**src/rtl/sram_bus_arbiter_if.sv**
```systemverilog
`default_nettype none
// ============================================================================
//  Module      : sram_bus_arbiter_if
//  Description : SRAM-like bus between the arbiter (master) and the
//                SRAM-like-to-AXI bridge (slave).
//  Revision    : 1.0 - initial release
// ============================================================================
interface sram_bus_arbiter_if;
    logic        m_req;
    logic        m_wr;
    logic [1:0]  m_size;
    logic [31:0] m_addr;
    logic [31:0] m_wdata;
    logic        m_addr_ok;
    logic        m_data_ok;
    logic [31:0] m_rdata;

    modport master (
        output m_req, m_wr, m_size, m_addr, m_wdata,
        input  m_addr_ok, m_data_ok, m_rdata
    );

    modport slave (
        input  m_req, m_wr, m_size, m_addr, m_wdata,
        output m_addr_ok, m_data_ok, m_rdata
    );
endinterface
`default_nettype wire

```
**src/rtl/sram_bus_arbiter.sv**
```systemverilog
`default_nettype none
// ============================================================================
//  Module      : sram_bus_arbiter
//  Description : Shares one SRAM-like bus between the fetch port and the MEM
//                port, one transaction in flight. Buffers the finished result
//                until the stalled pipeline advances and produces the
//                fetch/data stall signals for the hazard unit.
//  Revision    : 1.0 - initial release
// ============================================================================
module sram_bus_arbiter #(
    parameter bit DATA_FIRST = 1'b1
) (
    input  wire logic        clk,
    input  wire logic        rst,
    // fetch port
    input  wire logic        i_req,
    input  wire logic [31:0] i_addr,
    output logic      [31:0] i_rdata,
    output logic             i_stall,
    // MEM port
    input  wire logic        d_req,
    input  wire logic        d_wr,
    input  wire logic [1:0]  d_size,
    input  wire logic [31:0] d_addr,
    input  wire logic [31:0] d_wdata,
    output logic      [31:0] d_rdata,
    output logic             d_stall,
    // pipeline control
    input  wire logic        longest_stall,
    input  wire logic        flush,
    // bus towards the bridge
    sram_bus_arbiter_if.master bus
);

    typedef enum logic [2:0] {
        IDLE   = 3'd0,
        I_ADDR = 3'd1,
        I_DATA = 3'd2,
        D_ADDR = 3'd3,
        D_DATA = 3'd4
    } state_t;

    state_t      r_state;
    state_t      w_stateNext;

    logic        r_mWr;
    logic [1:0]  r_mSize;
    logic [31:0] r_mAddr;
    logic [31:0] r_mWdata;
    logic [31:0] r_iRdata;
    logic [31:0] r_dRdata;
    logic        r_iDone;
    logic        r_dDone;
    logic        r_iDrop;

    logic        w_iPend;
    logic        w_dPend;
    logic        w_grantI;
    logic        w_grantD;
    logic        w_iFinish;
    logic        w_dFinish;
    logic        w_iDiscard;
    logic        w_inFetch;

    // Pending work is only what has not been satisfied yet; a flushed fetch
    // is not started at all.
    assign w_dPend = d_req & ~r_dDone;
    assign w_iPend = i_req & ~r_iDone & ~flush;

    // A transfer finishes on data_ok in the data phase, or in the address
    // phase when addr_ok and data_ok coincide.
    assign w_iFinish = ((r_state == I_ADDR) & bus.m_addr_ok & bus.m_data_ok) |
                       ((r_state == I_DATA) & bus.m_data_ok);
    assign w_dFinish = ((r_state == D_ADDR) & bus.m_addr_ok & bus.m_data_ok) |
                       ((r_state == D_DATA) & bus.m_data_ok);

    assign w_inFetch  = (r_state == I_ADDR) | (r_state == I_DATA);
    // A fetch flushed at any point of its flight is thrown away on arrival.
    assign w_iDiscard = r_iDrop | flush;

    // State register.
    always_ff @(posedge clk) begin
        if (rst) begin
            r_state <= IDLE;
        end else begin
            r_state <= w_stateNext;
        end
    end

    // Next-state logic and IDLE arbitration.
    always_comb begin
        w_stateNext = r_state;
        w_grantI    = 1'b0;
        w_grantD    = 1'b0;
        case (r_state)
            IDLE: begin
                if (w_dPend && (DATA_FIRST || !w_iPend)) begin
                    w_grantD    = 1'b1;
                    w_stateNext = D_ADDR;
                end else if (w_iPend) begin
                    w_grantI    = 1'b1;
                    w_stateNext = I_ADDR;
                end
            end
            I_ADDR: begin
                if (bus.m_addr_ok) begin
                    w_stateNext = bus.m_data_ok ? IDLE : I_DATA;
                end
            end
            I_DATA: begin
                if (bus.m_data_ok) begin
                    w_stateNext = IDLE;
                end
            end
            D_ADDR: begin
                if (bus.m_addr_ok) begin
                    w_stateNext = bus.m_data_ok ? IDLE : D_DATA;
                end
            end
            D_DATA: begin
                if (bus.m_data_ok) begin
                    w_stateNext = IDLE;
                end
            end
            default: begin
                w_stateNext = IDLE;
            end
        endcase
    end

    // Latch the winner's request fields; they stay stable until the next grant.
    always_ff @(posedge clk) begin
        if (rst) begin
            r_mWr    <= 1'b0;
            r_mSize  <= 2'd0;
            r_mAddr  <= 32'd0;
            r_mWdata <= 32'd0;
        end else if (w_grantD) begin
            r_mWr    <= d_wr;
            r_mSize  <= d_size;
            r_mAddr  <= d_addr;
            r_mWdata <= d_wdata;
        end else if (w_grantI) begin
            r_mWr    <= 1'b0;
            r_mSize  <= 2'd2;
            r_mAddr  <= i_addr;
            r_mWdata <= 32'd0;
        end
    end

    // Fetch result buffer, done flag and flush-drop marker.
    always_ff @(posedge clk) begin
        if (rst) begin
            r_iRdata <= 32'd0;
            r_iDone  <= 1'b0;
            r_iDrop  <= 1'b0;
        end else begin
            if (w_iFinish && !w_iDiscard) begin
                r_iRdata <= bus.m_rdata;
                r_iDone  <= 1'b1;
            end else if (!longest_stall) begin
                r_iDone  <= 1'b0;
            end

            if (w_iFinish) begin
                r_iDrop <= 1'b0;
            end else if (flush && w_inFetch) begin
                r_iDrop <= 1'b1;
            end
        end
    end

    // Data result buffer and done flag; stores leave the load buffer alone.
    always_ff @(posedge clk) begin
        if (rst) begin
            r_dRdata <= 32'd0;
            r_dDone  <= 1'b0;
        end else if (w_dFinish) begin
            r_dDone <= 1'b1;
            if (!r_mWr) begin
                r_dRdata <= bus.m_rdata;
            end
        end else if (!longest_stall) begin
            r_dDone <= 1'b0;
        end
    end

    assign bus.m_req   = (r_state == I_ADDR) | (r_state == D_ADDR);
    assign bus.m_wr    = r_mWr;
    assign bus.m_size  = r_mSize;
    assign bus.m_addr  = r_mAddr;
    assign bus.m_wdata = r_mWdata;

    assign i_rdata = r_iRdata;
    assign d_rdata = r_dRdata;
    assign i_stall = i_req & ~r_iDone;
    assign d_stall = d_req & ~r_dDone;

endmodule
`default_nettype wire

```
**src/flat_wrapper.sv**
```systemverilog
// flat-port wrapper written by rule: the top's interface ports become plain ports
module sram_bus_arbiter_flat 
#(
    parameter bit DATA_FIRST = 1'b1
)
  (clk, rst, i_req, i_addr, i_rdata, i_stall, d_req, d_wr, d_size, d_addr, d_wdata, d_rdata, d_stall, longest_stall, flush, bus_m_req, bus_m_wr, bus_m_size, bus_m_addr, bus_m_wdata, bus_m_addr_ok, bus_m_data_ok, bus_m_rdata);
  sram_bus_arbiter_if bus_i ();
  input  wire logic clk;
  input  wire logic rst;
  input  wire logic i_req;
  input  wire logic [31:0] i_addr;
  output logic      [31:0] i_rdata;
  output logic i_stall;
  input  wire logic d_req;
  input  wire logic d_wr;
  input  wire logic [1:0] d_size;
  input  wire logic [31:0] d_addr;
  input  wire logic [31:0] d_wdata;
  output logic      [31:0] d_rdata;
  output logic d_stall;
  input  wire logic longest_stall;
  input  wire logic flush;
  output wire logic [$bits(bus_i.m_req)-1:0] bus_m_req;
  output wire logic [$bits(bus_i.m_wr)-1:0] bus_m_wr;
  output wire logic [$bits(bus_i.m_size)-1:0] bus_m_size;
  output wire logic [$bits(bus_i.m_addr)-1:0] bus_m_addr;
  output wire logic [$bits(bus_i.m_wdata)-1:0] bus_m_wdata;
  input wire logic [$bits(bus_i.m_addr_ok)-1:0] bus_m_addr_ok;
  input wire logic [$bits(bus_i.m_data_ok)-1:0] bus_m_data_ok;
  input wire logic [$bits(bus_i.m_rdata)-1:0] bus_m_rdata;
  assign bus_m_req = bus_i.m_req;
  assign bus_m_wr = bus_i.m_wr;
  assign bus_m_size = bus_i.m_size;
  assign bus_m_addr = bus_i.m_addr;
  assign bus_m_wdata = bus_i.m_wdata;
  assign bus_i.m_addr_ok = bus_m_addr_ok;
  assign bus_i.m_data_ok = bus_m_data_ok;
  assign bus_i.m_rdata = bus_m_rdata;
  sram_bus_arbiter #(.DATA_FIRST(DATA_FIRST)) u_core (.clk(clk), .rst(rst), .i_req(i_req), .i_addr(i_addr), .i_rdata(i_rdata), .i_stall(i_stall), .d_req(d_req), .d_wr(d_wr), .d_size(d_size), .d_addr(d_addr), .d_wdata(d_wdata), .d_rdata(d_rdata), .d_stall(d_stall), .longest_stall(longest_stall), .flush(flush), .bus(bus_i));
endmodule
```
**config.mk**
```make
export PLATFORM = sky130hd
export DESIGN_NAME = sram_bus_arbiter_flat
export DESIGN_NICKNAME = d
export VERILOG_FILES = /design/src/rtl/sram_bus_arbiter_if.sv /design/src/rtl/sram_bus_arbiter.sv /design/src/flat_wrapper.sv
export SDC_FILE = /design/constraint.sdc
export NUM_CORES = 1
export LEC_CHECK = 0
export ABC_CLOCK_PERIOD_IN_PS = 3800
export CAP_MARGIN = 20
export CORE_MARGIN = 2
export CORE_UTILIZATION = 35
export CTS_CLUSTER_SIZE = 30
export DETAILED_ROUTE_END_ITERATION = 10
export DONT_BUFFER_PORTS = 1
export PLACE_DENSITY = 0.58
export SLEW_MARGIN = 0
export SYNTH_ARGS = -nofsm -noshare
export SYNTH_HDL_FRONTEND = slang
export SYNTH_SLANG_ARGS = --single-unit
```
**constraint.sdc**
```tcl
create_clock -name clk -period 3.8 [get_ports clk]
set_clock_uncertainty 0.15 [all_clocks]
set_input_delay 0.76 -clock clk [delete_from_list [all_inputs] [get_ports clk]]
set_output_delay 0.76 -clock clk [all_outputs]
set_load 0.1 [all_outputs]
```
==> results of run 1 <==
-- power groups by stage --
stage	Clock [mW]	Combinational, mW	Sequential [mW]
CTS	1.69	0.303	2.28
floorplan	0	0.287	2.27
global placement	0	0.286	2.31
finish	1.65	0.306	2.28
global route	1.75	0.347	2.29
detailed placement	0	0.304	2.31
-- Yosys cell counts --
| cell | n | share of area, % |
|---|---|---|
| nand2_1 | 194 | 14 |
| nand4b_1 | 1 | 0.17 |
| nand2b_1 | 2 | 0.24 |
| buf_2 | 23 | 2.2 |
| o211a_1 | 1 | 0.20 |
| a31oi_1 | 1 | 0.12 |
| nor2b_1 | 5 | 0.61 |
| o21ai_0 | 1 | 0.098 |
| nor4b_2 | 1 | 0.29 |
| clkbuf_1 | 21 | 1.5 |
| dfxtp_1 | 137 | 54 |
| and4b_1 | 1 | 0.20 |
| or3b_1 | 1 | 0.17 |
| o21ai_2 | 2 | 0.34 |
| o21ai_1 | 1 | 0.098 |
| nor2_1 | 69 | 5.1 |
| buf_6 | 3 | 0.66 |
| nor3_1 | 2 | 0.20 |
| inv_1 | 1 | 0.073 |
| xor2_1 | 1 | 0.17 |
| buf_4 | 3 | 0.44 |
| a21oi_1 | 67 | 6.6 |
| a311oi_1 | 32 | 5.5 |
| and2_1 | 1 | 0.12 |
| and3b_1 | 1 | 0.17 |
| nor3_2 | 1 | 0.20 |
| a2111oi_0 | 1 | 0.17 |
| o21a_1 | 2 | 0.29 |
| inv_2 | 1 | 0.073 |
| a21boi_4 | 1 | 0.37 |
| mux2i_1 | 2 | 0.39 |
| a22oi_1 | 34 | 5.0 |
| a211oi_1 | 1 | 0.15 |
| nor3b_1 | 2 | 0.29 |
-- layer usage --
layer | wire [um] | GRT usage (%) | share of wire (%)
met3 | 1544 | 9.021 | 11
met2 | 7025 | 30.67 | 50
met5 | 0 | 0 | 0
met4 | 178 | 6.601 | 1.3
met1 | 5322 | 18.35 | 38
-- stage by stage --
step                power, mW  cell area (sq um)  hold slack, ns  setup slack (ns)
finish                  4.235               5792          0.2646             1.140
global route            4.393               5792          0.2376            0.9895
CTS                     4.273               5772          0.2437             1.106
detailed placement      2.614               5175          0.3122            0.8265
global placement        2.595               5175          0.3075             1.003
floorplan               2.561               5117          0.2812            0.7959
-- final cells by class --
cell class                      count  area (sq um)  area share [%]
Clock buffer                       20         456.7           7.885
Clock inverter                     12         140.1           2.420
Inverter                            2         7.507          0.1296
Multi-Input combinational cell    428          2127           36.73
Sequential cell                   137          2743           47.35
Tap cell                          184         230.2           3.975
Timing Repair Buffer               10         87.58           1.512
-- flip-flops by register name (all words and copies together), names as in the netlist --
register / flops
u_core.i_rdata: 32
u_core.r_iDone: 1
u_core.bus.m_addr: 32
u_core.r_state: 3
u_core.r_dDone: 1
u_core.bus.m_size: 2
u_core.r_iDrop: 1
u_core.d_rdata: 32
u_core.bus.m_wdata: 32
u_core.bus.m_wr: 1
-- worst max-delay path: stages (launching register included) --
cell and delay (ns):
dfxtp_1 0.32, nand2b_1 0.17, inv_2 0.44, buf_4 0.40
-- kinds of logic after synthesis --
| kind of cell | after synthesis |
|---|---|
| multiplexers | 2 |
| AND/OR/NAND/NOR | 281 |
| XOR/XNOR | 1 |
| flip-flops | 137 |
| AO/OA/AOI/OAI | 144 |
| buffers and inverters | 52 |
-- how the worst min path moves through the flow --
stage,start,to,slack [ns],cells past startpoint
2_1_floorplan,u_core.r_dDone,u_core.r_dDone,0.28,2
3_3_place_gp,u_core.r_dDone,u_core.r_dDone,0.31,2
3_5_place_dp,u_core.r_dDone,u_core.r_dDone,0.31,2
4_1_cts,rst,u_core.bus.m_wdata[16],0.24,1
5_1_grt,rst,u_core.bus.m_wr,0.24,1
6_report,rst,u_core.bus.m_wdata[14],0.26,1
==> flow_metrics.tcl, run 1 <==
set metrics [dict create \
    synth-simple-area-share_pct 21.96 \
    p_switching_mw 1.577 \
    wire_per_inst_um 17.74 \
    numPortBuffers 0 \
    power_frac_clock_pct 38.9 \
    n_antenna_cell 0 \
    syn_area_per_cell_sq_um 8.294 \
    layout.nets 735 \
    post_cts_resized 0 \
    post-route-util_pct 40.15 \
    ys_seq_elements 137 \
    drive_gt1_share_pct 8.374 \
    antenna_found_initial 0 \
    worstReg2RegEnd "u_core.d_rdata[29]" \
    area_growth_pct 13.18 \
    pwr-share-seq_pct 53.8 \
    yosysSeqAreaShare_pct 53.59 \
    startpoint_type "register" \
    grt_max_degree 138 \
    dp_hpwl_mm 9.552 \
    path_clk_slew_ns 0.06 \
    criticalPathCategory "reg2out" \
    initial_core_util_pct 35.48 \
    crit_path_start "u_core.r_dDone" \
    final.period_utilization_pct 70.01 \
    synth.area.mux_share_pct 0.3912 \
    finalSetupTns_ns 0 \
    worst_setup_path_end_kind "output pin" \
    overflow 0 \
    synth_top_family_by_area "simple AND/OR/NAND/NOR gates" \
    grt_pass1_vias 4232 \
    drcViolationCount 0 \
    irDropWorstVdd_mv 0.2926 \
    cp_max_fo 36 \
    rows 44 \
    htree_levels 4 \
    relSlewSlack_pct 23.95 \
    maxCapViolations 0 \
    final_cells 793 \
    fmax_ghz 0.3759 \
    synth-compound-area-share_pct 18.85 \
    final-hold-violation-count 0 \
    dieArea_sq_mm 0.01561 \
    yosys_warnings 0 \
    p_per_area_mw_per_mm2 731.2 \
    syn-instance-count 617 \
    via_per_inst 5.356 \
    post_cts_buffers 0 \
    synthAdderAreaFrac_pct 0 \
    min_path_type "in2reg" \
    die_h_um 124.9 \
    fillers 1447 \
    ant_nets 0 \
    final_common_cell "nand2_1" \
    syn_area_sq_mm 0.005117 \
    worstRegToRegCells 4 \
    core_sq_mm 0.01442 \
    finalSetupViolCount 0 \
    clockBufferDepth 2 \
    internal_power_mw 2.657 \
    globalplace.congestion 0.8011 \
    dr.first_iter.drc_count 283 \
    cts_root_buf "clkbuf_16" \
    drt_wl_total_mm 14.07 \
    sw_frac_of_total_pct 37.25 \
    cts_tree "yes" \
    holdBufCountCts 0 \
    setup.worst_path.end "d_stall" \
    layout_common_cells "nand2_1 (194), dfxtp_1 (137), nor2_1 (69), a21oi_1 (67), a22oi_1 (34)" \
    period_needed_ns 2.660 \
    cellLeakagePower_nw 2.059 \
    r2r_slack_ns 1.45 \
    rr_startpoint "u_core.bus.m_wr" \
    clock_latency_ns 0.42 \
    slew_viol_final 0 \
    worst_pin_slew_ns 1.139 \
    rsz0062_at_grt "false" \
    grtUsageTotal_pct 17.69 \
    ys_types 34 \
    power_frac_comb_pct 7.2 \
    drt-pass1-iter-count 4 \
    status "completed" \
    place_inst 760 \
    required_ns 2.89 \
    grt_pass1_wl_mm 21.87 \
    cts.sinks 137 \
    die_w_um 124.9 \
    synth_fp_nets 756 \
    synth_xor_area_share_pct 0.1711 \
    cp_data_arrival_time_ns 1.75 \
    route.vias.total 4247 \
    io_pins 273 \
    cts_buffers 17 \
]
Note: power is estimated with default switching activity, not from simulation.
==> run 2: changes to the inputs <==
- ABC_CLOCK_PERIOD_IN_PS: 3800 -> 2650
- clock period: 3.8 -> 2.65 ns (I/O delays scaled with it)
==> run 2 against run 1 <==
  * Global-route usage about the same
  * Setup slack worse by 0.63 ns
  * Cell count up 17%
  * Sequential power about the same
  * Die area unchanged
  * Largest power group is now the clock network
  * Final area up 17%
  * Flip-flop and latch count unchanged
  * Core utilization up 6.8 points
  * Largest cell class unchanged
  * Critical path depth unchanged
  * Sequential share of layout area down 6.8 points
==> flow_metrics.tcl, run 2 (same netlist as run 1, synthesis figures left out) <==
set metrics [dict create \
    final.period_utilization_pct 80.72 \
    multi_input_comb_area_sq_mm 0.002127 \
    die_h_um 124.9 \
    io_pins 273 \
    cts.sinks 137 \
    cp_max_fo 33 \
    worst_pin_slew_ns 0.5698 \
    final_common_cell "nand2_1" \
    cts_tree "yes" \
    drt-pass1-iter-count 5 \
    overflow 0 \
    antenna_found_initial 0 \
    dieArea_sq_mm 0.01561 \
    post-route-util_pct 46.91 \
    worst_setup_path_end_kind "output pin" \
    cts_buffers 17 \
    rows 44 \
    worstRegToRegCells 5 \
    cpLargestDelayFamily "buffers and inverters" \
    htree_levels 4 \
    irDropWorstVdd_mv 0.4423 \
    grt_max_degree 138 \
    finalSetupViolCount 0 \
    fmax_ghz 0.4675 \
    rsz0062_at_grt "false" \
    clockBufferDepth 2 \
    post_cts_buffers 0 \
    cp_data_arrival_time_ns 1.46 \
    period_needed_ns 2.139 \
    required_ns 1.97 \
    criticalPathCategory "reg2out" \
    ant_nets 0 \
    post_cts_resized 0 \
    final_cells 925 \
    holdBufCountCts 0 \
    cellLeakagePower_nw 2.762 \
    crit_path_top_delay_cell "buf_4" \
    grt_pass1_wl_mm 22.44 \
    n_antenna_cell 0 \
    drt_wl_total_mm 14.13 \
    die_w_um 124.9 \
    initial_core_util_pct 35.48 \
    numPortBuffers 0 \
    drcViolationCount 0 \
    core_sq_mm 0.01442 \
    via_per_inst 5.068 \
    dp_hpwl_mm 10.05 \
    route.vias.total 4688 \
    relSlewSlack_pct 62.02 \
    final-hold-violation-count 0 \
    layout.nets 867 \
    p_per_area_mw_per_mm2 915.7 \
    cp_cell_sequence "nand2b_1, inv_2, buf_4" \
    min_path_type "in2reg" \
    path_clk_slew_ns 0.06 \
    finalSetupTns_ns 0 \
    grtUsageTotal_pct 17.73 \
    globalplace.congestion 0.7973 \
    clock_latency_ns 0.41 \
    startpoint_type "register" \
    holdPathStages 1 \
    wire_per_inst_um 15.28 \
    status "completed" \
    place_inst 893 \
    cp.depth 3 \
    cpPeakStageDelay_ns 0.48 \
    slew_viol_final 0 \
    area_growth_pct 32.22 \
    regArea_sq_mm 0.002743 \
    drive_gt1_share_pct 24.56 \
    dr.first_iter.drc_count 330 \
    grt_pass1_vias 4511 \
    cp_num_buf_inv 2 \
    maxCapViolations 0 \
    fillers 1400 \
    cts_root_buf "clkbuf_16" \
    layout_common_cells "nand2_1 (194), buf_4 (141), dfxtp_1 (137), nor2_1 (69), a21oi_1 (67)" \
]
run 2: cell types whose count changed in the layout (fill, tap and decap cells not counted), sizes merged:
cell / previous run / this run
buf: 10 / 142
clkbuf: 20 / 21
inv: 5 / 4
run 2: final timing paths:
| path | start | to | slack (ns) |
|---|---|---|---|
| setup / recovery | u_core.r_dDone | d_stall | 0.51 |
| hold reg to reg | u_core.i_rdata[6] | u_core.i_rdata[6] | 0.30 |
| hold / removal | rst | u_core.bus.m_wdata[14] | 0.05 |
| setup reg to reg | u_core.r_state[2] | u_core.d_rdata[23] | 0.74 |
run 2: area by class of cell:
type,instances,share of cell area (%)
flip-flops and latches,137,40.53
multi-input cells,428,31.43
repair buffers,142,15.94
clock buffers,21,6.805
well taps,184,3.402
clock inverters,11,1.775
inverters,2,0.1109
run 2: per-layer routing:
metal | wire length [um] | track usage, % | vias to the layer above
met4 | 181 | 6.405 | 0
met2 | 6992 | 30.99 | 224
met1 | 5641 | 19.66 | 2147
met3 | 1319 | 6.830 | 11
li1 | - | - | 2306
met5 | 0 | 0 | -
run 2: power breakdown:
group	switching, mW	total [mW]	internal (mW)	leakage [nW]
clock network	0.869	2.30	1.43	0.280
logic	1.32	1.64	0.325	1.36
registers	0.0507	2.25	2.20	1.12
run 2: worst register-to-register path: cells and delay by family (launching register included):
kind	cells	cell delay, ns
AOI/OAI and AO/OA	2	0.28
buffers and inverters	1	0.35
DFF	1	0.50
and+or+nand+nor	2	0.56
run 2: per-stage QoR:
step	setup slack, ns	hold WS (ns)	cell area (sq um)	power [mW]
final	0.5109	0.04765	6766	6.196
after global routing	0.4095	0.02033	6766	6.450
after CTS	0.4876	0.02104	6766	6.255
after detailed placement	0.7320	0.2918	6186	3.944
after global placement	0.8039	0.2881	6186	3.924
after floorplan	0.07739	0.2812	5117	3.673
==> run 3: changes to the inputs <==
- ABC_CLOCK_PERIOD_IN_PS: 2650 -> 2210
- clock period: 2.65 -> 2.21 ns (I/O delays scaled with it)
==> run 3 against run 2 <==
  * The flow now finishes with violations (negative hold slack)
  * Via count is 4.1% higher
  * Sequential power is 20% higher
  * Flip-flop and latch count stayed put
  * Die area stayed put
  * Critical path type is now reg2reg
  * Largest cell class unchanged
==> flow_metrics.tcl, run 3 (same netlist as run 1, synthesis figures left out) <==
set metrics [dict create \
    cp_max_fo 35 \
    required_ns 2.41 \
    via_per_inst 5.044 \
    die_h_um 124.9 \
    drcViolationCount 0 \
    multi_input_comb_area_sq_mm 0.002145 \
    startpoint_type "register" \
    htree_levels 4 \
    relSlewSlack_pct 75.33 \
    numPortBuffers 0 \
    n_antenna_cell 0 \
    clock_latency_ns 0.41 \
    io_pins 273 \
    final_common_cell "nand2_1" \
    grt_pass1_vias 4805 \
    die_w_um 124.9 \
    final.period_utilization_pct 94.86 \
    rows 44 \
    globalplace.congestion 0.7789 \
    criticalPathCategory "reg2reg" \
    drt_wl_total_mm 15.19 \
    final_cells 967 \
    whs_ns -0.05487 \
    status "complete, but fails checks" \
    final-hold-violation-count 12 \
    power_frac_clock_pct 36.5 \
    crit_path_top_delay_cell "dlygate4sd3_1" \
    cts_buffers 17 \
    cp.depth 7 \
    fillers 1348 \
    cpPeakStageDelay_ns 0.58 \
    wire_per_inst_um 15.71 \
    regArea_sq_mm 0.002746 \
    cts_root_buf "clkbuf_16" \
    grtUsageTotal_pct 18.90 \
    rsz0062_at_grt "false" \
    worst_setup_path_end_kind "register" \
    overflow 0 \
    grt_max_degree 138 \
    fmax_ghz 0.4770 \
    dp_hpwl_mm 9.934 \
    p_per_area_mw_per_mm2 1038 \
    cts_tree "yes" \
    cts.sinks 137 \
    violations "negative hold slack" \
    core_sq_mm 0.01442 \
    finalSetupViolCount 0 \
    min_path_type "in2reg" \
    place_inst 894 \
    post-route-util_pct 50.18 \
    layout.nets 910 \
    slew_viol_final 0 \
    layout_common_cells "nand2_1 (194), buf_4 (139), dfxtp_1 (134), nor2_1 (69), a21oi_1 (67)" \
    finalPower_mw 7.511 \
    p_switching_mw 2.727 \
    pwr-share-seq_pct 36.0 \
    area_growth_pct 41.44 \
    finalSetupTns_ns 0 \
    cpLargestDelayFamily "buffers and inverters" \
    ant_nets 0 \
    worst_pin_slew_ns 0.3700 \
    irDropWorstVdd_mv 0.5527 \
    antenna_found_initial 0 \
    dr.first_iter.drc_count 338 \
    cp_data_arrival_time_ns 2.30 \
    drt-pass1-iter-count 5 \
    maxCapViolations 0 \
    internal_power_mw 4.784 \
    worstRegToRegCells 7 \
    power_frac_comb_pct 27.5 \
    holdPathStages 1 \
    cp_num_buf_inv 3 \
    route.vias.total 4878 \
    period_needed_ns 2.096 \
    clockBufferDepth 2 \
    grt_pass1_wl_mm 23.83 \
    path_clk_slew_ns 0.06 \
    cellLeakagePower_nw 3.039 \
    drive_gt1_share_pct 23.88 \
    sw_frac_of_total_pct 36.30 \
    initial_core_util_pct 35.48 \
    dieArea_sq_mm 0.01561 \
    cp_cell_sequence "nand2b_1, inv_2, o21ai_2, buf_4, a22oi_1, nor2_1, dlygate4sd3_1" \
]
## run 3: path summary, 6_finish.rpt
path / slack (ns) / startpoint / to
worst min register to register: 0.31 / u_core.i_rdata[20] / u_core.i_rdata[20]
worst max register to register: 0.11 / u_core.r_dDone / u_core.bus.m_wdata[6]
worst min-delay path: -0.05 / rst / u_core.bus.m_addr[4]
worst max-delay path: 0.11 / u_core.r_dDone / u_core.bus.m_wdata[6]
## run 3: worst register-to-register path: stages (launching register included)
cell and delay, ns:
dfxtp_1 0.31, nand2b_1 0.15, inv_2 0.08, o21ai_2 0.13, buf_4 0.35, a22oi_1 0.16, nor2_1 0.13, dlygate4sd3_1 0.58
## run 3: what timing repair did
item                                    CTS  global route
buffers inserted                          0             0
resized for setup                         0             8
endpoints found under the setup margin    0            34
hold buffers                             41             1
hold endpoints to repair                137            96
## run 3: layout make-up
type	instances	area share, %
multi-input cells	428	29.63
flip-flops and latches	137	37.94
clock inverters	12	1.763
inverters	2	0.1037
well taps	184	3.181
clock buffers	19	6.119
repair buffers	185	21.26
## run 3: per-layer routing
metal / GRT usage, % / vias to the layer above / share of wire [%]
met5: 0 / - / 0
met4: 7.908 / 0 / 1.7
met3: 7.302 / 24 / 9.0
met2: 32.50 / 221 / 51
met1: 20.95 / 2239 / 39
li1: - / 2394 / -
## run 3: power groups by stage
stage | combinational [mW] | clock, mW | sequential, mW
finish | 2.06 | 2.74 | 2.71
global route | 2.16 | 2.90 | 2.72
CTS | 2.05 | 2.80 | 2.70
detailed placement | 1.98 | 0 | 2.75
global placement | 1.95 | 0 | 2.75
floorplan | 0.495 | 0 | 3.91
## run 3: per-stage QoR
stage	hold slack, ns	worst slack (ns)	cell area [sq um]
after detailed placement	0.2918	0.2892	6218
final	-0.05487	0.1136	7238
after global routing	-0.06683	0.006528	7238
after floorplan	0.2812	0.2568	5124
after CTS	-0.06890	0.03111	7199
after global placement	0.2877	0.3652	6218
